### config.mk
export PLATFORM = sky130hd
export DESIGN_NAME = seq_shift_add_multiplier
export DESIGN_NICKNAME = d
export VERILOG_FILES = /design/src/rtl/seq_shift_add_multiplier.sv
export SDC_FILE = /design/constraint.sdc
export NUM_CORES = 1
export LEC_CHECK = 0
export CAP_MARGIN = 40
export CORE_MARGIN = 2
export CORE_UTILIZATION = 55
export CTS_CLUSTER_DIAMETER = 80
export DETAILED_ROUTE_END_ITERATION = 8
export PLACE_DENSITY = 0.82
export SLEW_MARGIN = 20
export SYNTH_ARGS = -nofsm -noshare
export SYNTH_HDL_FRONTEND = slang
export SYNTH_SLANG_ARGS = --single-unit
### constraint.sdc
create_clock -name clk -period 3.3 [get_ports clk]
set_input_delay 0.66 -clock clk [delete_from_list [all_inputs] [get_ports clk]]
set_output_delay 0.66 -clock clk [all_outputs]
set_load 0.02 [all_outputs]
### src/rtl/seq_shift_add_multiplier.sv
// Sequential shift-add multiplier: one multiplier bit per clock, {A,Q} holds the product.
// Optional SIGNED_MULT_EN selects two's-complement operands via magnitude multiply plus a NEG fix-up state.
module seq_shift_add_multiplier #(
    parameter int WIDTH = 8
) (
    input  logic                 clk,
    input  logic                 rst,
    input  logic                 start,
    input  logic [WIDTH-1:0]     a,
    input  logic [WIDTH-1:0]     b,
    output logic [2*WIDTH-1:0]   product,
    output logic                 done,
    output logic                 busy
);

    localparam int CW = $clog2(WIDTH) + 1;

    typedef enum logic [2:0] {
        IDLE,
        LOAD,
        CALC,
`ifdef SIGNED_MULT_EN
        NEG,
`endif
        DONE
    } state_t;

    state_t           state, state_nxt;
    logic             start_q;
    logic             go;
    logic [WIDTH-1:0] acc, mq, mcand;
    logic [CW-1:0]    cnt;
    logic [WIDTH:0]   sum;

`ifdef SIGNED_MULT_EN
    logic sign;

    // |-2^(W-1)| wraps to 2^(W-1), which is the correct unsigned magnitude
    function automatic logic [WIDTH-1:0] abs_val(input logic signed [WIDTH-1:0] x);
        return x[WIDTH-1] ? WIDTH'(-x) : WIDTH'(x);
    endfunction
`endif

    assign go   = start & ~start_q;
    assign sum  = {1'b0, acc} + (mq[0] ? {1'b0, mcand} : {(WIDTH+1){1'b0}});
    assign busy = (state == LOAD) || (state == CALC);

    always_ff @(posedge clk or posedge rst) begin
        if (rst) state <= IDLE;
        else     state <= state_nxt;
    end

    always_comb begin
        state_nxt = state;
        case (state)
            IDLE: if (go) state_nxt = LOAD;
            LOAD: state_nxt = CALC;
            CALC: begin
                if (cnt == CW'(WIDTH - 1)) begin
`ifdef SIGNED_MULT_EN
                    state_nxt = NEG;
`else
                    state_nxt = DONE;
`endif
                end
            end
`ifdef SIGNED_MULT_EN
            NEG:  state_nxt = DONE;
`endif
            DONE: if (go) state_nxt = LOAD;
            default: state_nxt = IDLE;
        endcase
    end

    always_ff @(posedge clk or posedge rst) begin
        if (rst) begin
            start_q <= 1'b0;
            acc     <= '0;
            mq      <= '0;
            mcand   <= '0;
            cnt     <= '0;
            product <= '0;
            done    <= 1'b0;
`ifdef SIGNED_MULT_EN
            sign    <= 1'b0;
`endif
        end else begin
            start_q <= start;
            case (state)
                LOAD: begin
                    acc  <= '0;
                    cnt  <= '0;
                    done <= 1'b0;
`ifdef SIGNED_MULT_EN
                    mq    <= abs_val(b);
                    mcand <= abs_val(a);
                    sign  <= a[WIDTH-1] ^ b[WIDTH-1];
`else
                    mq    <= b;
                    mcand <= a;
`endif
                end
                // the add carry lands in acc MSB as {carry,A,Q} shifts right
                CALC: begin
                    acc <= sum[WIDTH:1];
                    mq  <= {sum[0], mq[WIDTH-1:1]};
                    cnt <= cnt + 1'b1;
                end
`ifdef SIGNED_MULT_EN
                NEG: begin
                    if (sign) {acc, mq} <= -{acc, mq};
                end
`endif
                DONE: begin
                    if (go) begin
                        done <= 1'b0;
                    end else if (!done) begin
                        product <= {acc, mq};
                        done    <= 1'b1;
                    end
                end
                default: ;
            endcase
        end
    end

endmodule
==> results of run 1 <==
==> cell usage in the layout, fill, tap and decap left out, types with 2 or more instances in the layout <==
master / netlist / routed
o31ai_1: 3 / 3
mux2i_1: 11 / 11
ha_1: 13 / 13
buf_4: 1 / 3
clkdlybuf4s50_1: 0 / 36
o21bai_1: 3 / 3
dfrtp_1: 48 / 48
a211oi_2: 2 / 2
nand3_1: 2 / 2
a211oi_1: 2 / 2
mux2_2: 23 / 23
or3_1: 2 / 2
nor2_1: 4 / 4
nand2_1: 22 / 22
nand2b_1: 2 / 2
clkbuf_8: 0 / 5
inv_1: 6 / 5
o21ai_0: 16 / 16
nor3b_1: 3 / 3
a21o_1: 2 / 2
and2_1: 8 / 8
a21oi_1: 4 / 4
==> registers in the layout, summed over array words and instances (netlist names) <==
name     flops
start_q      1
mq           8
state        2
done         1
product     16
cnt          4
mcand        8
acc          8
==> per-layer routing <==
metal | vias to the layer above | track usage | part of all wire | wire length (um)
met3 | 7 | 0.0346 | 0.023 | 99
li1 | 801 | - | - | -
met5 | - | 0 | 0 | 0
met1 | 785 | 0.258 | 0.47 | 2050
met2 | 22 | 0.327 | 0.49 | 2160
met4 | 0 | 0.0769 | 0.018 | 78
==> per-stage QoR <==
stage / power (uW) / std cells / util
after floorplan: 1840 / 204 / -
after global placement: 2200 / 283 / 0.679
after detailed placement: 2240 / 284 / 0.684
after CTS: 2580 / 291 / 0.704
after global routing: 2750 / 291 / 0.704
final: 2550 / 291 / 0.704
==> worst max path at each step <==
stage / to / cells after the start / slack [ns]
floorplan: acc[7]$_DFFE_PP0P_ / 7 / 1.18
global placement: acc[7]$_DFFE_PP0P_ / 7 / 1.07
detailed placement: acc[7]$_DFFE_PP0P_ / 7 / 1.01
CTS: busy / 4 / 0.83
global route: busy / 4 / 0.75
finish: busy / 4 / 0.84
==> cell type report <==
class	count	area share
clock buffers	5	0.0239
flip-flops and latches	48	0.418
multi-input cells	140	0.385
inverters	6	0.00783
well taps	50	0.0217
clock inverters	2	0.00435
repair buffers	40	0.140
==> power by group through the flow <==
stage,logic [uW],registers [uW],clock network [uW]
after floorplan,774,1070,0
after global placement,1210,992,0
after detailed placement,1240,1000,0
after CTS,1250,992,343
after global routing,1350,1030,366
final,1230,991,334
==> critical path, stage by stage, from the launching register on <==
cell and delay [ns]:
dfrtp_1 0.41, inv_1 0.08, ha_1 0.30, inv_1 0.10, clkdlybuf4s50_1 0.61
==> logic make-up (layout without fill, tap and decap cells) <==
logic type / after synthesis / after routing / synth area share
buffers and inverters: 16 / 53 / 0.0346
DFF: 48 / 48 / 0.503
xor gates and xnor gates: 2 / 2 / 0.00733
muxes: 35 / 35 / 0.159
and+or+nand+nor: 48 / 48 / 0.104
adders and majority gates: 14 / 14 / 0.0764
AOI/OAI and AO/OA: 41 / 41 / 0.116
==> run metrics, run 1 <==
status=finished clean; die height=roughly 70 um; Num CTS Buffers=5; clk slew on worst S/H paths=roughly 0.08 ns; Setup WS post-layout=0.840 ns; total grt overflow=0; largest net degree at the start of global routing=36; worst min-delay path class=reg2reg; Post-synth EDFFs=0; leak pwr=around 0.0013 uW; Comb pwr share=0.481; gpl congestion=around 0.9; FF-to-FF Start=mq[0]$_DFFE_PP0P_; diodes inserted=0; Root Driver=clkbuf_8; post-synth top area share=0.503; Core Area=around 4100 um2; DP Area=2800 um2; Setup Viol. Count Final=0; Flop pwr share=0.388; Post-Synthesis Net Count=between 200 and 250; clk_skew=between 0.005 and 0.006 ns; Placement Setup Slack=just over 1 ns; routed length per instance=about 15 um; count leader, synth=dfrtp_1; area growth from synthesis to layout=20.4%; Final Cell Area=~2900 um2; Most used DFF post-synth=dfrtp_1; achievable frequency=about 410 MHz; share of the clock period used by the worst path=0.745; post-DP HPWL=3170 um; reg2reg path depth=7; WP data arrival=around 1.8 ns; Synth area leaders=dfrtp_1, mux2_2, ha_1; area leader, netlist=dfrtp_1; CTS tree=built; area of the multi-input gates=roughly 1100 um2; initial antenna violation count=0; H-tree levels=2; vias in the first global route=roughly 1,600; Detail Route Antenna Nets=0; Reg2Reg Setup Slack=around 0.99 ns; hold depth=1; number of vias per cell=roughly 5.5; io pins=37; Die Wd=around 70 um; Num Clock Sinks=48; switching part of the total=0.384; die area=around 4900 um2; setup TNS=0 ns; Post-CTS Repair Setup Buffers=0; Power Dens Cells=between 800 and 900 nW/um2; unrepaired setup endpoints after global routing=false; final net count=274; worst vdd ir=about 0.75 mV; DRC viols=0; max_slew headroom=0.700; routed vias=between 1,500 and 2,000; Fin. Hold Viols=0; Mapped Cells=between 200 and 250; Synth Warn #=0; Worst Setup End Kind=primary output; #FFs+latches synth=48; Clock Power Share=0.131; startpoint types=flip-flop; WL final=roughly 4400 um; register area share after synthesis=0.503; synth unique cells=slightly above 40; FF-to-FF End=acc[7]$_DFFE_PP0P_; Post-synth ARST share=1.00; worst hold start=product[14]$_DFFE_PP0P_; Min Hold Slack=approximately 0.5 ns; Slew @ Worst Pin=approximately 0.45 ns; first-pass GRT wire length=~7600 um; Critical path origin=state[0]$_DFFE_PP0P_; port bufs=36; Initial Util=0.585; DRT Pass-1 Iters=4; Worst-Skew Late Latency=about 0.30 ns; Netlist Area Pre-Place=2390 um2; Max Buffers Root-to-Sink=2; Net Switching=between 900 and 1000 uW; hold buffers post-CTS=0; share of cells above drive strength 1=0.158; sequential standard cell area=around 1200 um2; crit path max fanout=4; FILL cells=about 310; critical path type=reg2out; cts repair resizes=0; Internal=roughly 1600 uW; Starting DRT DRC Count=48; GRT Total Usage=0.197; Hold Path Sink=product[14]$_DFFE_PP0P_; required time of the critical path=~2.6 ns; Post-synth top cells=dfrtp_1, mux2_2, nand2_1; Final Slew Violations=0; Final min period=between 2 and 2.5 ns; Max-Cap Viols=0; Site Rows=23; Mean Syn Cell Area=11.7 um2
(Power assumes the default switching activity.)
==> inputs of run 2 (changes only) <==
Settings changed: CORE_UTILIZATION 55 to 48, PLACE_DENSITY 0.82 to 0.76.
Clock period 3.3 ns to 2.1 ns, I/O delays scaled along.
==> run metrics, run 2 (synthesis gave the netlist of run 1 again) <==
post-route insts no fill=315 (+8.2%); Final min period=2.05 ns; die area=5560 um2 (+14%); vias in the first global route=1,599 (-2.9%); area growth from synthesis to layout=24.8%; commonest non-fill, non-tap cell in the layout=dfrtp_1; post-DP HPWL=3230 um (+1.9%); total grt overflow=0 (unchanged); Initial Util=0.503 (-0.0822); largest net degree at the start of global routing=49 (+36%); Setup WS post-layout=0.0526 ns (-0.788 ns); Power Dens Cells=1400 nW/um2 (+58%); WL final=4670 um (+6.2%); worst vdd ir=0.938 mV (+26%); Max Buffers Root-to-Sink=2 (unchanged); Num Clock Sinks=48 (unchanged); DP Area=2870 um2 (+2.6%); max incr delay on CP=0.39 ns (-0.22 ns); final net count=280 (+2.2%); CP Cell Sequence=buf_4, and2_1, fa_2, a21o_1, a211oi_2, o21bai_1, a221o_1; Worst Setup End Kind=flip-flop; worst min-delay path class=in2async; crit path max fanout=8 (+4); Num CTS Buffers=5 (unchanged); clk slew on worst S/H paths=0.09 ns (about the same); routed vias=1,688 (+4.5%); unrepaired setup endpoints after global routing=false; hold buffers post-CTS=0 (unchanged); crit-path leading delay family=compound AO/OA/AOI/OAI gates; WP depth=7 (+3); share of the clock period used by the worst path=0.975; io pins=37 (unchanged); diodes inserted=0 (unchanged); first-pass GRT wire length=7620 um (-0.37%); placed cells=306 (+7.7%); routed length per instance=14.8 um (-1.9%); Crit-path slowest cell=dfrtp_1; Detail Route Antenna Nets=0 (unchanged); Most flops, register=product; gpl congestion=0.891 (+1.7%); Site Rows=25 (+8.7%); CTS tree=built; Fin. Hold Viols=0 (unchanged); DRT Pass-1 Iters=4 (unchanged); FILL cells=414 (+35%); number of vias per cell=5.36 (-3.4%); critical path type=reg2reg; WP data arrival=2.24 ns (+0.44 ns); leak pwr=0.00134 uW (+2.5%); Die Wd=74.6 um (+6.6%); required time of the critical path=2.29 ns (-0.35 ns); WP buf/inv=1 (-2); max_slew headroom=0.706 (+0.00596); Setup Viol. Count Final=0 (unchanged); Core Area=4750 um2 (+16%); Placement Setup Slack=-0.0101 ns (-1.02 ns); initial antenna violation count=0 (unchanged); die height=74.6 um (+6.6%); setup TNS=0 ns (unchanged); Design Power=4180 uW (+64%); Final Cell Area=2980 um2 (+3.7%); Max-Cap Viols=0 (unchanged); Starting DRT DRC Count=72 (+50%); DRC viols=0 (unchanged); startpoint types=flip-flop; status=finished clean; most frequent cells in the layout=dfrtp_1, clkdlybuf4s50_1, mux2_2; Root Driver=clkbuf_8; H-tree levels=2 (unchanged); Final Slew Violations=0 (unchanged); reg2reg path depth=7 (unchanged); achievable frequency=between 400 and 500 MHz; Slew @ Worst Pin=0.441 ns (-0.00894 ns); port bufs=36 (unchanged); share of cells above drive strength 1=0.190 (+0.0318); clk_skew=0.00780 ns (+0.00186 ns); Worst-Skew Late Latency=0.31 ns (about the same); GRT Total Usage=0.184 (-0.0127); max reg flops=16 (unchanged)
==> run 2: cell types whose count changed in the layout (fill, tap and decap cells not counted), sizes merged <==
cell | previous run | this run
clkbuf | 5 | 8
clkinvlp | 1 | 0
dlygate4sd2 | 0 | 1
buf | 4 | 10
clkinv | 1 | 0
clkdlybuf4s50 | 36 | 35
==> run 2: tightest hold or removal path, cell delays in order <==
cell	delay, ns
clkdlybuf4s50_1	0.41
inv_2	0.07
buf_12	0.25
==> run 2: area by class of cell <==
| class | instances | area, um2 | area share |
|---|---|---|---|
| multi-input cells | 140 | 1130 | 0.378 |
| flip-flops and latches | 48 | 1200 | 0.403 |
| well taps | 67 | 83.8 | 0.0281 |
| clock buffers | 8 | 90.1 | 0.0302 |
| repair buffers | 46 | 459 | 0.154 |
| inverters | 6 | 22.5 | 0.00755 |
==> run 2: path summary, 6_finish.rpt <==
| check | from | end | slack (ns) |
|---|---|---|---|
| min in group clk | product[14]$_DFFE_PP0P_ | product[14]$_DFFE_PP0P_ | 0.50 |
| max in group asynchronous | rst | acc[7]$_DFFE_PP0P_ | 1.42 |
| max reg2reg | mq[0]$_DFFE_PP0P_ | acc[7]$_DFFE_PP0P_ | 0.05 |
| min reg2reg | product[14]$_DFFE_PP0P_ | product[14]$_DFFE_PP0P_ | 0.50 |
| max | mq[0]$_DFFE_PP0P_ | acc[7]$_DFFE_PP0P_ | 0.05 |
| min | rst | product[3]$_DFFE_PP0P_ | 0.46 |
==> run 2: power by group <==
| group | internal [uW] | switching [uW] | total [uW] |
|---|---|---|---|
| clock | 269 | 308 | 577 |
| combinational | 1020 | 1040 | 2060 |
| sequential | 1300 | 241 | 1540 |
| total | 2590 | 1590 | 4180 |
==> run 2: what timing repair did <==
item,in CTS,in global routing
pin swaps,1,2
resized for setup,2,4
endpoints found under the setup margin,2,4
setup buffers,1,0
==> run 2: per-layer routing <==
layer	GRT usage	routed length, um	vias up
met5	0	0	-
met4	0.0635	68	0
met3	0.0461	190	5
met2	0.283	2220	30
met1	0.257	2190	842
li1	-	-	811
==> run 2: metrics by stage <==
step            util  hold slack (ns)
6_report       0.627            0.460
3_5_place_dp   0.603            0.491
3_3_place_gp   0.603            0.467
2_1_floorplan      -            0.451
5_1_grt        0.627            0.494
4_1_cts        0.624            0.477
==> inputs of run 3 (changes only) <==
Settings changed: CORE_MARGIN 2 to 4.
==> run metrics, run 3 (synthesis gave the netlist of run 1 again) <==
gpl congestion=0.866 (-2.8%); Initial Util=0.499 (-0.00329); Site Rows=25 (unchanged); Worst Setup End Kind=flip-flop; H-tree levels=2 (unchanged); Final Slew Violations=0 (unchanged); Internal=2690 uW (+3.9%); initial antenna violation count=0 (unchanged); required time of the critical path=2.29 ns (about the same); post-DP HPWL=3230 um (-0.21%); Fin. Hold Viols=0 (unchanged); routed vias=1,661 (-1.6%); Max-Cap Viols=0 (unchanged); GRT Total Usage=0.169 (-0.0158); Max Buffers Root-to-Sink=2 (unchanged); FILL cells=390 (-5.8%); share of cells above drive strength 1=0.190 (+0.000767); largest net degree at the start of global routing=49 (unchanged); first-pass GRT wire length=8220 um (+7.9%); Root Driver=clkbuf_8; Detail Route Antenna Nets=0 (unchanged); leak pwr=0.00135 uW (+1.3%); Crit-path slowest cell=dfrtp_1; max_slew headroom=0.696 (-0.00990); Worst-Skew Late Latency=0.31 ns (about the same); Die Wd=78.6 um (+5.4%); crit path max fanout=3 (-5); max reg flops=16 (unchanged); Slew @ Worst Pin=0.456 ns (+0.0149 ns); WL final=4730 um (+1.5%); area growth from synthesis to layout=25.9%; share of the clock period used by the worst path=0.971 (-0.00409); final net count=279 (-0.36%); switching part of the total=0.372 (-0.00794); Flop pwr share=0.360 (-0.009); port bufs=36 (unchanged); critical path type=reg2reg; Power Dens Cells=1430 nW/um2 (+1.8%); max incr delay on CP=0.41 ns (+0.02 ns); worst min-delay path class=in2async; CP Cell Sequence=and2_4, ha_4, fa_2, a21o_1, a211oi_2, o21bai_1, a221o_1; Clock Power Share=0.165 (+0.027); startpoint types=flip-flop; vias in the first global route=1,734 (+8.4%); Setup Viol. Count Final=0 (unchanged); Starting DRT DRC Count=65 (-9.7%); status=finished clean; Final min period=2.04 ns (-0.00860 ns); post-layout util=0.628 (+0.00113); total grt overflow=0 (unchanged); Design Power=4290 uW (+2.6%); clk_skew=0.0124 ns (+0.00465 ns); worst vdd ir=0.923 mV (-1.6%); commonest non-fill, non-tap cell in the layout=dfrtp_1; io pins=37 (unchanged); number of vias per cell=5.29 (-1.3%); die area=6170 um2 (+11%); Most flops, register=product; clk slew on worst S/H paths=0.09 ns (about the same); WP data arrival=2.23 ns (about the same); diodes inserted=0 (unchanged); Num Clock Sinks=48 (unchanged); Num CTS Buffers=5 (unchanged); Comb pwr share=0.475 (-0.018); DRT Pass-1 Iters=4 (unchanged); DRC viols=0 (unchanged); most frequent cells in the layout=dfrtp_1, clkdlybuf4s50_1, mux2_2; routed length per instance=15.1 um (+1.8%); die height=78.6 um (+5.4%); hold buffers post-CTS=0 (unchanged); achievable frequency=490 MHz (+0.42%); Net Switching=1590 uW (+0.47%); unrepaired setup endpoints after global routing=true; CTS tree=built; Core Area=4790 um2 (+0.66%)
[run 3: area by class of cell]
cell class | count | area, um2 | share of cell area
flip-flops and latches | 48 | 1200 | 0.399
clock inverters | 2 | 38.8 | 0.0129
well taps | 67 | 83.8 | 0.0279
clock buffers | 6 | 82.6 | 0.0275
repair buffers | 45 | 455 | 0.151
multi-input cells | 140 | 1120 | 0.374
inverters | 6 | 22.5 | 0.00749
[run 3: routing by layer]
layer,wire (um),GRT usage
met1,2160,0.217
met2,2290,0.286
met5,0,0
met4,81,0.0577
met3,198,0.0287
[run 3: power by group through the flow]
stage	sequential [uW]	clock [uW]	combinational, uW
6_report	1540	708	2040
5_1_grt	1600	764	2250
3_3_place_gp	1540	0	1980
3_5_place_dp	1560	0	2030
4_1_cts	1540	719	2030
2_1_floorplan	1680	0	1220
[run 3: worst paths after layout]
| check | end | startpoint | slack (ns) | cells after the start |
|---|---|---|---|---|
| min reg2reg | mcand[7]$_DFFE_PP0P_ | mcand[7]$_DFFE_PP0P_ | 0.51 | 1 |
| max in group asynchronous | acc[4]$_DFFE_PP0P_ | rst | 1.42 | 3 |
| max reg2reg | acc[7]$_DFFE_PP0P_ | mq[0]$_DFFE_PP0P_ | 0.06 | 7 |
| max | acc[7]$_DFFE_PP0P_ | mq[0]$_DFFE_PP0P_ | 0.06 | 7 |
| min in group clk | mcand[7]$_DFFE_PP0P_ | mcand[7]$_DFFE_PP0P_ | 0.51 | 1 |
| min | mq[4]$_DFFE_PP0P_ | rst | 0.46 | 3 |
[run 3: repair_timing]
action / in CTS / in global routing
buffers inserted: 0 / 1
endpoints found under the setup margin: 2 / 4
pin swaps: 0 / 5
gates resized for setup: 2 / 5
[run 3: worst max-delay path, delay by kind of cell, from the launching register on]
kind / cells / cell delay [ns]
and+or+nand+nor: 1 / 0.16
DFF: 1 / 0.41
adders and majority gates: 2 / 0.52
AOI/OAI and AO/OA: 4 / 0.84
[run 3: metrics by stage]
stage	instances	hold WS (ns)	setup slack, ns	instance area [um2]	setup TNS (ns)
finish	314	0.462	0.0612	3010	0
global route	314	0.485	-0.0741	3010	-0.0976
global placement	305	0.472	0.0610	2860	0
floorplan	204	0.451	0.0145	2390	0
detailed placement	305	0.492	-0.00589	2860	-0.00589
CTS	313	0.473	0.0353	2980	0
